File: config.mk
export PLATFORM = sky130hd
export DESIGN_NAME = spart_rx
export DESIGN_NICKNAME = d
export VERILOG_FILES = /design/src/rtl/spart_pkg.sv /design/src/rtl/spart_sync.sv /design/src/rtl/spart_rx.sv
export SDC_FILE = /design/constraint.sdc
export NUM_CORES = 1
export LEC_CHECK = 0
export ABC_CLOCK_PERIOD_IN_PS = 1300
export BUFFER_PORTS_ARGS = -buffer_cell sky130_fd_sc_hd__buf_4
export CAP_MARGIN = 15
export CORE_MARGIN = 2
export CORE_UTILIZATION = 45
export DETAILED_ROUTE_END_ITERATION = 10
export PLACE_DENSITY = 0.79
export SLEW_MARGIN = 25
export SYNTH_ARGS = -nofsm -noshare
export SYNTH_HDL_FRONTEND = slang
export SYNTH_HIERARCHICAL = 1
export SYNTH_SLANG_ARGS = --single-unit
File: constraint.sdc
create_clock -name clk -period 1.3 [get_ports clk]
set_input_delay 0.195 -clock clk [delete_from_list [all_inputs] [get_ports clk]]
set_output_delay 0.195 -clock clk [all_outputs]
set_load 0.05 [all_outputs]
File: src/rtl/spart_pkg.sv
// spart_pkg: shared types and constants for the SPART receiver and transmitter
package spart_pkg;
   localparam int SPART_OVERSAMPLE = 16;
   typedef enum logic [1:0] {IDLE, START, DATA, STOP} rx_state_t;
endpackage

File: src/rtl/spart_sync.sv
// spart_sync: parameterised-width 2-flop synchronizer, resets to all ones
module spart_sync #(
   parameter int W = 1
) (
   input  logic         clk,
   input  logic         rst,
   input  logic [W-1:0] d,
   output logic [W-1:0] q
);
   logic [W-1:0] m;
   always_ff @(posedge clk) begin
      if (rst) begin
         m <= '1;
         q <= '1;
      end else begin
         m <= d;
         q <= m;
      end
   end
endmodule

File: src/rtl/spart_rx.sv
// spart_rx: oversampled 8N1 serial receiver with data-available and sticky error flags
module spart_rx
   import spart_pkg::*;
#(
   parameter int OVERSAMPLE = SPART_OVERSAMPLE
) (
   input  logic       clk,
   input  logic       rst,
   input  logic       rx_enable,
   input  logic       rxd,
   input  logic       read,
   output logic [7:0] rx_data,
   output logic       rda,
   output logic       framing_err,
   output logic       overrun_err
);
   localparam int TW = $clog2(OVERSAMPLE);
   localparam logic [TW-1:0] HALF = TW'(OVERSAMPLE / 2 - 1);
   localparam logic [TW-1:0] LAST = TW'(OVERSAMPLE - 1);
   rx_state_t state, state_n;
   logic [TW-1:0] tcnt, tcnt_n;
   logic [2:0] bcnt, bcnt_n;
   logic [7:0] sr, sr_n, data_n;
   logic rda_n, fe_n, oe_n, rxd_s;
   spart_sync #(.W(1)) u_sync (.clk(clk), .rst(rst), .d(rxd), .q(rxd_s));
   always_comb begin
      state_n = state;
      tcnt_n  = tcnt;
      bcnt_n  = bcnt;
      sr_n    = sr;
      data_n  = rx_data;
      rda_n   = rda & ~read;
      fe_n    = framing_err & ~read;
      oe_n    = overrun_err & ~read;
      if (rx_enable) begin
         case (state)
            IDLE: begin
               state_n = rxd_s ? IDLE : START;
               tcnt_n  = '0;
            end
            START: begin
               tcnt_n = (tcnt == HALF) ? '0 : tcnt + 1'b1;
               bcnt_n = '0;
               if (tcnt == HALF) state_n = rxd_s ? IDLE : DATA;
            end
            DATA: begin
               tcnt_n = (tcnt == LAST) ? '0 : tcnt + 1'b1;
               if (tcnt == LAST) begin
                  sr_n    = {rxd_s, sr[7:1]};
                  bcnt_n  = bcnt + 3'd1;
                  state_n = (bcnt == 3'd7) ? STOP : DATA;
               end
            end
            STOP: begin
               tcnt_n = (tcnt == LAST) ? '0 : tcnt + 1'b1;
               // a completing byte wins over a simultaneous read
               if (tcnt == LAST) begin
                  data_n  = sr;
                  rda_n   = 1'b1;
                  fe_n    = (framing_err & ~read) | ~rxd_s;
                  oe_n    = ~read & (overrun_err | rda);
                  state_n = IDLE;
               end
            end
         endcase
      end
   end
   always_ff @(posedge clk) begin
      if (rst) begin
         state       <= IDLE;
         tcnt        <= '0;
         bcnt        <= '0;
         sr          <= 8'hFF;
         rx_data     <= 8'hFF;
         rda         <= 1'b0;
         framing_err <= 1'b0;
         overrun_err <= 1'b0;
      end else begin
         state       <= state_n;
         tcnt        <= tcnt_n;
         bcnt        <= bcnt_n;
         sr          <= sr_n;
         rx_data     <= data_n;
         rda         <= rda_n;
         framing_err <= fe_n;
         overrun_err <= oe_n;
      end
   end
endmodule

[Word-level counts from Yosys, hierarchy flattened]
Cells that the tools add are included.
Storage, ports and cells
  flip-flop bits (word level): 30
  latch bits: 0
  RAM bits: 0
  memory bits (read-only): 0
  input port bits: 5
  output and inout port bits: 11
  word-level logic and storage cells: 57
  memories: 0
Operators by class
  $add $sub $neg: 2
  multiply operators: 0
  div/mod/pow operators: 0
  order comparisons: 0
  equality and inequality tests: 9
  shift-type cells: 0
  mux-type cells: 21
  bitwise operators: 8
  reduce and logical (&&, ||, !) cells: 7
Operator list (count)
  4-bit case mux with 3 select lines: 1
  1-bit 2-to-1 mux: 11
  3-bit AND reduction: 3
  2-bit 2-to-1 mux: 4
  4-bit 2-to-1 mux: 2
  2-bit case mux with 4 select lines: 1
  2-bit inequality test (second input constant): 3
  3-bit case mux with 2 select lines: 1
  4-bit by 1-bit adder with 4-bit output (second input constant): 1
  1-bit AND: 4
  2-bit equality test (second input constant): 2
  4-bit by 3-bit equality test with 1-bit output (second input constant): 1
  4-bit equality test (second input constant): 1
  4-bit AND reduction: 1
  3-bit by 1-bit adder with 3-bit output (second input constant): 1
  3-bit equality test (second input constant): 1
  3-bit 2-to-1 mux: 1
  2-bit by 1-bit equality test with 1-bit output (second input constant): 1
  2-bit logical NOT: 1
  1-bit inverter: 2
  1-bit bitwise OR: 2
  2-bit nonzero test: 1
  2-bit OR reduction: 1

[Longest topological paths before layout]
  depth after elaboration: 6
  mapped depth: 5
  mapped depth without buffers: 5

[Hierarchy]
Netlist, hierarchy kept.
Modules (own cells, without submodules)
  spart_rx: times used 1, cells each 133, area an instance 1325.0 sq um
  spart_sync: times used 1, cells each 4, area an instance 52.6 sq um

[Worst setup path before layout]
Ideal clock, no wire load.
  path type: register -> register
  start: reg tcnt[0]
  end: reg rx_data[3]
  arrival: 1.303 ns
  required time: 1.180 ns
  setup slack: -0.123 ns
  cell stages (with the launch flop): 6
  period minus slack after synthesis: 1.423 ns
  cell sequence: dfxtp_1 -> ha_1 -> and3_4 -> buf_6 -> and3_1 -> a211o_1
On the way
  longest elaborated chain between the ends: 2
Ends and longest elaborated chain
  start, declared: line spart_rx.sv:21  | logic [TW-1:0] tcnt, tcnt_n;
  start signal, assigned: line spart_rx.sv:80  | tcnt <= tcnt_n;
  4-bit equality test: line spart_rx.sv:57  | if (tcnt == LAST) begin
  3-bit AND reduction (no line)
  end signal, assigned: line spart_rx.sv:83  | rx_data <= data_n;
  end, declared: line spart_rx.sv:12  | output logic [7:0] rx_data,
No other way between the ends.
A chain may end at the register's enable or synchronous reset.

[Final worst setup path]
  start: reg state[0]
  end: reg rx_data[4]
On the way
  longest elaborated chain between the ends: 2
Ends and longest elaborated chain
  start, declared: line spart_rx.sv:20  | rx_state_t state, state_n;
  start signal, assigned: line spart_rx.sv:79  | state <= state_n;
  2-bit equality test: line spart_rx.sv:36  | case (state)
  3-bit AND reduction (no line)
No other way between the ends.

==> results.yml <==
status:
  status: "complete, but fails checks"
  violations: "negative setup slack"
detailed_routing:
  viasPerCell: 5.95
  routed_wl_mm: 3.33
  initialDrtViolationCount: 28
  avgRoutedWirePerCell_um: 16.5
  drcViolationCount: 0
  vias: 1201
  postRouteAntennaNets: 0
  first_pass_iters: 4
cts:
  clk_pin_slew_ns: 0.09
  htreeDepth: 2
  cts_sinks: 30
  numCtsBuffers: 5
  clock_latency_ns: 0.33
  cts_tree: "yes"
  clock_path_buffers: 2
  cts_hold_buf: 0
  cts_root_buf: "clkbuf_4"
synth:
  synthFlopType: "dfxtp_1"
  syn_area_um2: 1380
  async_reset_ff_frac: 0
  synth-seq-cells: 30
  synth_cell_types: 44
  yosysTopAreaCell: "dfxtp_1"
  syn_avg_cell_area_um2: 10.1
  ys_warn_count: 6
  synth_edf_count: 0
  synthTopCellsByCount: "dfxtp_1 (30), a211o_1 (16), and3_1 (16)"
  ys_seq_area_frac: 0.436
  yosysMostFrequentCell: "dfxtp_1"
  syn-num-nets: 145
  synth_top_cell_area_share: 0.436
  syn_inst: 137
  synthTopCellsByArea: "dfxtp_1 (44%), a211o_1 (10%), and3_1 (7.3%)"
global_routing:
  grt_pass1_wl_mm: 4.79
  grt_max_degree: 24
  grt_usage: 0.183
  grt_overflow: 0
  antenna_found_initial: 0
  grt_pass1_vias: 1137
timing:
  setup_violations: 13
  max_freq_ghz: 0.748
  timing.final.crit_share: 1.03
  finalSetupTns_ns: -0.231
  period_needed_ns: 1.34
  rsz0062_at_grt: "yes"
  finalWorstSetupSlack_ns: -0.0368
  hold_ws_ns: 0.0278
  fin_skew_ns: 0.0151
  tightestPinTransition_ns: 0.328
  hold_violations: 0
  slew_headroom: 0.778
  slew_viol_final: 0
finish:
  fin_nets: 177
  drive_gt1_frac: 0.402
  antenna_cells: 0
  syn2layout_area_growth_pct: 28.0
  final_util: 0.592
setup_path:
  crit_chain: "and3_4 > nand2_8 > a211o_1"
  cp_data_arrival_time_ns: 1.55
  worstSetupPathType: "flip-flop to flip-flop"
  slowest_delay_ns: 0.47
  reg2reg_to: "rx_data[4]"
  regToRegSetupSlack_ns: -0.04
  endpoint_kind: "flip-flop"
  path_depth: 3
  cp_num_buf_inv: 0
  crit_required_ns: 1.51
  worstPathMaxFanout: 12
  r2r_start: "state[0]"
  slowest_stage: "dfxtp_1"
  cp-endpoint: "rx_data[4]"
  startpoint: "state[0]"
  r2r.worst_path.cells: 3
  cp-start-kind: "flip-flop"
  crit_family: "flip-flops"
place:
  port_buffers: 15
  gp_congestion: 0.727
  hpwl_mm: 1.97
power_and_ir_drop:
  ir_drop_mv: 0.648
  p_leak_nw: 0.731
  power_density_nw_per_um2: 845
  finalPower_mw: 1.49
floorplan:
  die_area_um2: 3520
  coreArea_um2: 2980
  io_pins: 16
  fp.dieH_um: 59.3
  initial_core_util: 0.463
  die_w_um: 59.3
  fp-row-count: 20
flow_run:
  maxCapViolations: 0
hold_path:
  hold_path_class: "input port to flip-flop"
-- area by class of cell --
class | count | area, µm²
inverters | 2 | 7.51
multi-input cells | 95 | 793
well taps | 33 | 41.3
repair buffers | 35 | 270
clock buffers | 7 | 45.0
fillers | 259 | 1210
flip-flops and latches | 30 | 606
-- per-stage QoR --
step / cell area [µm²] / worst slack, ns / std cells
6_report: 1760 / -0.0368 / 202
5_1_grt: 1760 / -0.111 / 202
4_1_cts: 1620 / -0.0354 / 195
3_5_place_dp: 1550 / -0.105 / 186
3_3_place_gp: 1550 / -0.0400 / 186
2_1_floorplan: 1390 / -0.0164 / 137
-- routing by layer --
| metal | vias to the layer above | share of wire | track usage |
|---|---|---|---|
| li1 | 582 | - | - |
| met1 | 582 | 0.41 | 0.200 |
| met2 | 30 | 0.54 | 0.322 |
| met4 | 0 | 0.017 | 0.0844 |
| met3 | 7 | 0.036 | 0.0546 |
| met5 | - | 0 | 0 |
-- flip-flops by register name, indices dropped and copies added, names as in the netlist, named ones only --
name	cells
framing_err	1
rda	1
rx_data	8
tcnt	4
overrun_err	1
state	1
bcnt	3
u_sync/m	1
u_sync/q	1
sr	8
-- layout by cell type (no fill, tap or decap), types with 4 or more instances in the layout --
cell	count
and3_4	11
dfxtp_2	4
buf_4	33
a21oi_1	4
nand2b_1	6
a211o_1	16
clkbuf_4	5
dfxtp_1	26
and3_1	9
-- what timing repair did --
item | CTS | global route
resized for setup | 4 | 22
cloned | 0 | 2
setup buffers | 2 | 6
endpoints found under the setup margin | 19 | 23
pin swaps | 1 | 24
-- report_power, final --
group          switching (mW)  internal [mW]
Sequential            0.00433          0.923
Combinational          0.0355         0.0274
Clock                   0.297          0.203
-- cell families (layout without fill, tap and decap cells) --
logic type | after synthesis | in the layout | synth area share
flops | 30 | 30 | 0.436
simple gates | 52 | 54 | 0.248
compound gates | 37 | 37 | 0.210
fa+ha+maj | 3 | 3 | 0.0273
buf+inv | 14 | 44 | 0.0727
xor+xnor | 1 | 1 | 0.00636
-- how the worst min path moves through the flow --
stage	cells past startpoint	slack, ns	endpoint	start
finish	2	0.03	overrun_err	read
global route	2	0.01	overrun_err	read
CTS	2	0.01	overrun_err	read
detailed placement	2	0.37	overrun_err	read
global placement	2	0.37	overrun_err	read
floorplan	1	0.27	overrun_err	read
(Power assumes the default switching activity.)
